===== src/rtl/mcountp.sv =====
// Loadable down-counter with one-shot or auto-reload terminal count, done pulse and reload tally.
// Latency: count/busy/done/rlcnt update one clk after the inputs are sampled; count0/count1 are direct decodes.
// Backpressure: none; cnten is a qualify-only enable and cntld always wins over it.
module mcountp #(
   parameter int WIDTH = 4
) (
   input  logic             clk,
   input  logic             resetl,
   input  logic             cntld,
   input  logic             cnten,
   input  logic             autorl,
   input  logic [WIDTH-1:0] mwidth,
   output logic [WIDTH-1:0] count,
   output logic             count1,
   output logic             count0,
   output logic             busy,
   output logic             done,
   output logic [7:0]       rlcnt
);

   typedef enum logic {
      IDLE = 1'b0,
      RUN  = 1'b1
   } state_t;

   localparam logic [WIDTH-1:0] CNT_ONE  = {{(WIDTH-1){1'b0}}, 1'b1};
   localparam logic [WIDTH-1:0] CNT_ZERO = '0;
   localparam logic [7:0]       RL_MAX   = 8'hFF;

   state_t           state_q, state_d;
   logic [WIDTH-1:0] count_q, count_d;
   logic [WIDTH-1:0] rld_q,   rld_d;
   logic             done_q,  done_d;
   logic [7:0]       rlcnt_q, rlcnt_d;

   logic             at_one;
   logic             at_zero;

   assign at_one  = (count_q == CNT_ONE);
   assign at_zero = (count_q == CNT_ZERO);

   // Next-state decision: load beats everything, then terminal count, then plain decrement.
   always_comb begin
      state_d = state_q;
      count_d = count_q;
      rld_d   = rld_q;
      rlcnt_d = rlcnt_q;
      done_d  = 1'b0;
      if (cntld) begin
         count_d = mwidth;
         rld_d   = mwidth;
         rlcnt_d = 8'd0;
         state_d = (mwidth != CNT_ZERO) ? RUN : IDLE;
      end else if (cnten && (state_q == RUN)) begin
         if (at_one) begin
            // autorl only matters here, so a mid-run change affects the next terminal count only
            done_d = 1'b1;
            if (autorl) begin
               count_d = rld_q;
               if (rlcnt_q != RL_MAX) begin
                  rlcnt_d = rlcnt_q + 8'd1;
               end
            end else begin
               count_d = CNT_ZERO;
               state_d = IDLE;
            end
         end else if (!at_zero) begin
            // RUN never holds zero; the guard keeps the counter from wrapping regardless
            count_d = count_q - CNT_ONE;
         end
      end
   end

   // Counter state, reload value, FSM and registered done pulse.
   always_ff @(posedge clk or negedge resetl) begin
      if (!resetl) begin
         state_q <= IDLE;
         count_q <= CNT_ZERO;
         rld_q   <= CNT_ZERO;
         done_q  <= 1'b0;
         rlcnt_q <= 8'd0;
      end else begin
         state_q <= state_d;
         count_q <= count_d;
         rld_q   <= rld_d;
         done_q  <= done_d;
         rlcnt_q <= rlcnt_d;
      end
   end

   assign count  = count_q;
   assign count1 = at_one;
   assign count0 = at_zero;
   assign busy   = (state_q == RUN);
   assign done   = done_q;
   assign rlcnt  = rlcnt_q;

endmodule


===== config.mk =====
export PLATFORM = sky130hd
export DESIGN_NAME = mcountp
export DESIGN_NICKNAME = d
export VERILOG_FILES = /design/src/rtl/mcountp.sv
export SDC_FILE = /design/constraint.sdc
export NUM_CORES = 1
export LEC_CHECK = 0
export BUFFER_PORTS_ARGS = -buffer_cell sky130_fd_sc_hd__buf_2
export CORE_MARGIN = 2
export CORE_UTILIZATION = 30
export CTS_BUF_LIST = sky130_fd_sc_hd__clkbuf_2
export CTS_CLUSTER_SIZE = 28
export DETAILED_ROUTE_END_ITERATION = 10
export GPL_TIMING_DRIVEN = 0
export HOLD_SLACK_MARGIN = 0.06
export PLACE_DENSITY = 0.49
export RECOVER_POWER = 25
export SETUP_SLACK_MARGIN = 0.15
export SLEW_MARGIN = 20
export SYNTH_ARGS = -nofsm -noshare
export SYNTH_HDL_FRONTEND = slang
export SYNTH_SLANG_ARGS = --single-unit

===== constraint.sdc =====
create_clock -name clk -period 2.7 [get_ports clk]
set_input_delay 0.81 -clock clk [delete_from_list [all_inputs] [get_ports clk]]
set_output_delay 0.81 -clock clk [all_outputs]
set_load 0.01 [all_outputs]

==> impl_metrics.toml, run 1 <==
[pwr]
vdd_drop_max_mv = 0.175
p_switching_uw = 160
internal-power_uw = 371
p_leak_uw = 0.000559
p_clk_frac = 0.200
powerDensity_mw_per_mm2 = 437
swShare = 0.302
combinationalPowerShare = 0.230
p_seq_frac = 0.569
power_uw = 531

[setup_path]
reg2reg_depth = 8
timing.rr.start = "count[1]"
critPathKind = "reg2out"
end_kind = "primary output"
reg2reg_setup_slack_ns = 0.69
crit_arrival_ns = 1.48
worstPathMaxFanout = 7
setup.worst_path.start = "count[0]"
cp_data_required_time_ns = 1.89
worst_setup_path_start_kind = "flip-flop"
r2r-end = "rlcnt[4]"

[worst_hold_path]
min_to = "rld_q[2]"
hp-start = "rld_q[2]"
hold_path_class = "reg2reg"
whs_path_depth = 1

[clock_network]
htree_levels = 1
clockBufferDepth = 2
cts_sinks = 18
cts-root-buf = "clkbuf_2"
cts_tree = "built"
cts_hold_buf = 0
cts_buffers = 3
clk-insertion-delay-late_ns = 0.29
clkSlewWorstSetupHoldPaths_ns = 0.15

[die]
die_x_um = 62.2
io_pins = 25
core_sq_mm = 0.00328
die_y_um = 62.2
initial_core_util = 0.309
die-area_sq_mm = 0.00387
rows = 21

[route]
postRouteAntennaNets = 0
wl_met3_um = 59
drt_iter0_drc = 28
wl_per_cell_um = 12.8
dr_total_vias = 856
dr_wl_met2_um = 1060
dr.pass1.iters = 4
top_layer = "met4"
drc = 0
routed_wl_um = 2260
wl_met1_um = 1120
vias_per_cell = 4.86

[layout]
area_growth_pct = 19.6
final_cell_area_sq_mm = 0.00121
fill_cells = 354
finish.net_count = 145
layout-drive-gt1-share = 0.269
mostFrequentLayoutCells = "buf_2 (23), dfrtp_1 (18), a21oi_1 (13)"
final_common_cell = "buf_2"
n_antenna_cell = 0

[timing]
finalCritPeriodShare = 0.846
min_period_ns = 2.29
clock.fmax_mhz = 438
worstMarginPinSlew_ns = 1.00
skew_ns = 0.000587
hold_viol = 0
setup_viol = 0
slew_headroom = 0.330
drv_slew = 0
rsz0062_at_grt = "no"
setup-tns-final_ns = 0

[synth]
synth-adder-area-share = 0.0493
async_flop_share = 1.00
synth_compound_gate_area_share = 0.172
ys_types = 31
ys_warn_count = 0
synth_edf_count = 0
syn_area_sq_mm = 0.00102
synth_area_leaders = "dfrtp_1 (44%), a21oi_1 (6.4%), ha_1 (4.9%)"
synthSimpleGateAreaFrac = 0.204
synth_mux_area_frac = 0.0616
avgSynthCellArea_sq_um = 9.96
seq_area_frac_synth = 0.443
synth_nets = 115
ys_ff_latch = 18
synth_cells = 102
ys.flop_type = "dfrtp_1"
synth_top_family_by_area = "simple AND/OR/NAND/NOR gates"
synth_xor_area_frac = 0.0172
yosys.area.top_type_share = 0.443
yosys.area.top_type = "dfrtp_1"

[global_route]
grt_max_degree = 19
antenna_found_initial = 0
grt_pass1_wl_um = 3940
grt_pass1_vias = 828
overflow = 0
track_usage = 0.127

[placement]
portBuffers = 24
dp_hpwl_um = 1720
place_congestion = 0.769
postPlaceCellArea_sq_mm = 0.00119

[run_status]
status = "completed"

[flow_run]
maxCapViolCount = 0
==> repair_timing <==
action | in CTS | in global routing
resized for setup | 0 | 0
setup buffers | 1 | 0
setup endpoints to repair | 1 | 0
==> state kept, by name (all words and copies together), names as in the netlist <==
register,cells
rlcnt,8
count,4
rld_q,4
busy,1
done,1
==> synth_stat cells (3+ instances only) <==
cell type and n:
a21oi_1 13, nor2_1 5, nand3_1 6, o31ai_1 4, mux2i_1 4, inv_1 6, ha_1 4, or4_1 3
nand2_1 5, o21ai_0 6, dfrtp_1 18
==> area by class of cell <==
cell class                 instances  area, sq um  share of cell area
sequential                        18          450               0.371
timing repair buffer              25          126               0.104
multi-input combinational         74          513               0.422
inverter                           6         22.5              0.0185
tap                               46         57.6              0.0474
buffer                             4         30.0              0.0247
clock buffer                       3         15.0              0.0124
==> critical path: stages (launching register included) <==
cell	delay (ns)
dfrtp_1	0.48
inv_1	0.15
ha_1	0.16
nor3b_1	0.23
buf_2	0.18
==> metal layers <==
metal,vias up,GRT usage
li1,432,-
met1,412,0.175
met2,10,0.197
met3,2,0.0344
met4,0,0.0333
met5,-,0
==> through the flow <==
step / util / std cells / hold WS, ns / setup WS (ns)
CTS: 0.370 / 176 / 0.418 / 0.394
finish: 0.370 / 176 / 0.523 / 0.415
detailed placement: 0.363 / 172 / 0.496 / 0.448
global placement: 0.363 / 172 / 0.487 / 0.450
global route: 0.370 / 176 / 0.559 / 0.185
floorplan: - / 102 / 0.472 / 0.724
==> power by group through the flow <==
stage / clock network [uW] / logic [uW] / registers [uW]
2_1_floorplan: 0 / 75.7 / 309
3_3_place_gp: 0 / 121 / 307
3_5_place_dp: 0 / 122 / 307
4_1_cts: 116 / 124 / 302
5_1_grt: 133 / 137 / 306
6_report: 106 / 122 / 302
==> kinds of logic after synthesis <==
logic type | count (synthesis)
simple gates | 35
compound gates | 27
flops | 18
buf+inv | 10
mux | 6
fa+ha+maj | 4
xor+xnor | 2
==> how the worst max path moves through the flow <==
stage / cells past startpoint / endpoint
finish: 4 / count0
global route: 4 / count0
CTS: 4 / count0
detailed placement: 4 / count1
global placement: 4 / count1
floorplan: 7 / rlcnt[4]
Power figures use the tool's default switching activity.
==> run 2, diff against run 1 <==
- ABC_AREA: default -> 1
- PLACE_DENSITY: 0.49 -> 0.48
- clock period: 2.7 -> 2.2 ns (I/O delays scaled with it)
==> run 2 against run 1 <==
Compared with the run above: area after synthesis rose by 11%; utilization rose by 2.4 points; critical path type unchanged; final area rose by 18%; worst setup slack got worse by 0.19 ns; global-route usage rose by 1.8 points; combinational power rose to 3.4 times the previous value; critical endpoint unchanged; synthesized cell count rose by 55%; clock skew rose by 0.0059 ns.
==> impl_metrics.toml, run 2 <==
[setup_path]
slowest_stage = "dfrtp_2"
cp-endpoint = "count0"
reg2reg_depth = 8
setup.worst_path.start = "count[0]"
cpPeakStageDelay_ns = 0.49
worst_setup_path_start_kind = "flip-flop"
worstPathMaxFanout = 4
crit_arrival_ns = 1.32
r2r-end = "rlcnt[7]"
cp_cell_sequence = "inv_2 -> ha_4 -> nor3b_2 -> buf_2"
cp_data_required_time_ns = 1.54
end_kind = "primary output"
critPathKind = "reg2out"
reg2reg_setup_slack_ns = 0.69
timing.rr.start = "count[1]"

[route]
wl_met1_um = 1390
vias_per_cell = 4.63
postRouteAntennaNets = 0
wl_met3_um = 118
routed_wl_um = 2840
dr_total_vias = 1117
dr_wl_met2_um = 1310
dr.pass1.iters = 4
wl_per_cell_um = 11.8
drc = 0
top_layer = "met4"
drt_iter0_drc = 23

[timing]
finalCritPeriodShare = 0.898
setup_viol = 0
setup-tns-final_ns = 0
skew_ns = 0.00644
worstMarginPinSlew_ns = 0.989
clock.fmax_mhz = 506
worst_hold_slack_ns = 0.461
slew_headroom = 0.341
hold_viol = 0
min_period_ns = 1.98
rsz0062_at_grt = "yes"
drv_slew = 0

[synth]
yosys.area.top_type = "dfrtp_1"
synth_area_leaders = "dfrtp_1 (40%), nand2_1 (20%), nor2_1 (6.3%)"
synth_cells = 158
syn_area_sq_mm = 0.00113
synth.top_cells.by_count = "nand2_1 (60), nor2_1 (19), dfrtp_1 (18)"
seq_area_frac_synth = 0.400
yosysMostFrequentCell = "nand2_1"
ys.flop_type = "dfrtp_1"
ys_warn_count = 0
ys_types = 25
synth_nets = 171
yosys.area.top_type_share = 0.400
avgSynthCellArea_sq_um = 7.13
async_flop_share = 1.00
synth_edf_count = 0
ys_ff_latch = 18

[placement]
portBuffers = 24
dpl.cell_count = 230
dp_hpwl_um = 1990
place_congestion = 0.849

[die]
die_x_um = 65.3
die_y_um = 65.3
die-area_sq_mm = 0.00426
initial_core_util = 0.310
io_pins = 25
core_sq_mm = 0.00363
rows = 22

[pwr]
p_leak_uw = 0.000727
swShare = 0.397
p_seq_frac = 0.437
combinationalPowerShare = 0.414
p_clk_frac = 0.149
power_uw = 1000
powerDensity_mw_per_mm2 = 698
internal-power_uw = 603
p_switching_uw = 397
vdd_drop_max_mv = 0.238

[global_route]
grt_pass1_wl_um = 4760
antenna_found_initial = 0
overflow = 0
grt_max_degree = 19
track_usage = 0.145
grt_pass1_vias = 1034

[layout]
fin_cells = 241
multi_input_area_sq_um = 652
area_growth_pct = 27.1
fin_util = 0.394
mostFrequentLayoutCells = "nand2_1 (60), buf_2 (24), nor2_1 (19)"
fill_cells = 398
final_common_cell = "nand2_1"
n_antenna_cell = 0
layout-drive-gt1-share = 0.280
regArea_sq_um = 454
largest_reg_flops = 8
finish.net_count = 208

[flow_run]
maxCapViolCount = 0

[clock_network]
clkSlewWorstSetupHoldPaths_ns = 0.19
cts_tree = "built"
clockBufferDepth = 2
clk-insertion-delay-late_ns = 0.31
cts_buffers = 3
cts_sinks = 18
htree_levels = 1
cts-root-buf = "clkbuf_2"

[run_status]
status = "completed"

[worst_hold_path]
hold_path_class = "in2async"
-- run 2: cell count changes in the layout (fill, tap and decap cells not counted), sizes merged, moves of 3 or more --
| cell | before | now |
|---|---|---|
| nor2 | 5 | 22 |
| a21oi | 13 | 6 |
| or3 | 3 | 0 |
| nand2 | 5 | 63 |
| o31ai | 4 | 0 |
| buf | 26 | 33 |
| inv | 6 | 14 |
| mux2i | 4 | 0 |
| nand3 | 6 | 12 |
| or4 | 3 | 0 |
-- run 2: power groups by stage --
| stage | Clock, uW | Combinational (uW) | Sequential (uW) |
|---|---|---|---|
| global placement | 0 | 315 | 432 |
| floorplan | 0 | 201 | 443 |
| detailed placement | 0 | 316 | 434 |
| finish | 149 | 414 | 437 |
| CTS | 158 | 354 | 431 |
| global route | 176 | 467 | 448 |
-- run 2: per-stage QoR --
stage,setup WS [ns],instance area [sq um]
final,0.224,1430
after floorplan,0.511,1130
after detailed placement,0.427,1310
after CTS,0.162,1360
after global routing,0.117,1430
after global placement,0.441,1310
-- run 2: final cells by class --
class / instances / share of cell area
Multi-Input combinational cell: 124 / 0.455
Clock buffer: 3 / 0.0105
Timing Repair Buffer: 32 / 0.129
Tap cell: 48 / 0.0420
Sequential cell: 18 / 0.317
Buffer: 2 / 0.00699
Inverter: 14 / 0.0385
-- run 2: cells by family after synthesis --
logic type,count (synthesis),share of synthesized area
simple gates,104,0.411
flops,18,0.400
buf+inv,16,0.0556
compound gates,13,0.0656
fa+ha+maj,4,0.0444
xor+xnor,3,0.0233
-- run 2: metal layers --
metal	GRT usage	vias to the layer above
li1	-	573
met1	0.200	517
met2	0.228	25
met3	0.0171	2
met4	0.0625	0
met5	0	-
-- run 2: what timing repair did --
| action | 4_1_cts | 5_1_grt |
|---|---|---|
| endpoints found under the setup margin | 2 | 2 |
| pin swaps | 0 | 1 |
| buffers inserted | 3 | 5 |
| gates resized for setup | 6 | 8 |
| hold buffers | 0 | 0 |
-- run 2: critical path: cells and delay by family, from the launching register on --
kind,cells,cell delay (ns)
buf+inv,2,0.24
simple gates,1,0.15
flops,1,0.49
fa+ha+maj,1,0.13
-- run 2: worst min-delay path by stage --
stage / start / end / slack (ns)
after floorplan: resetl / busy / 0.36
after global placement: rld_q[2] / rld_q[2] / 0.46
final: resetl / rld_q[0] / 0.46
after CTS: resetl / rlcnt[1] / 0.25
after detailed placement: rld_q[3] / rld_q[3] / 0.47
after global routing: resetl / rlcnt[6] / 0.50
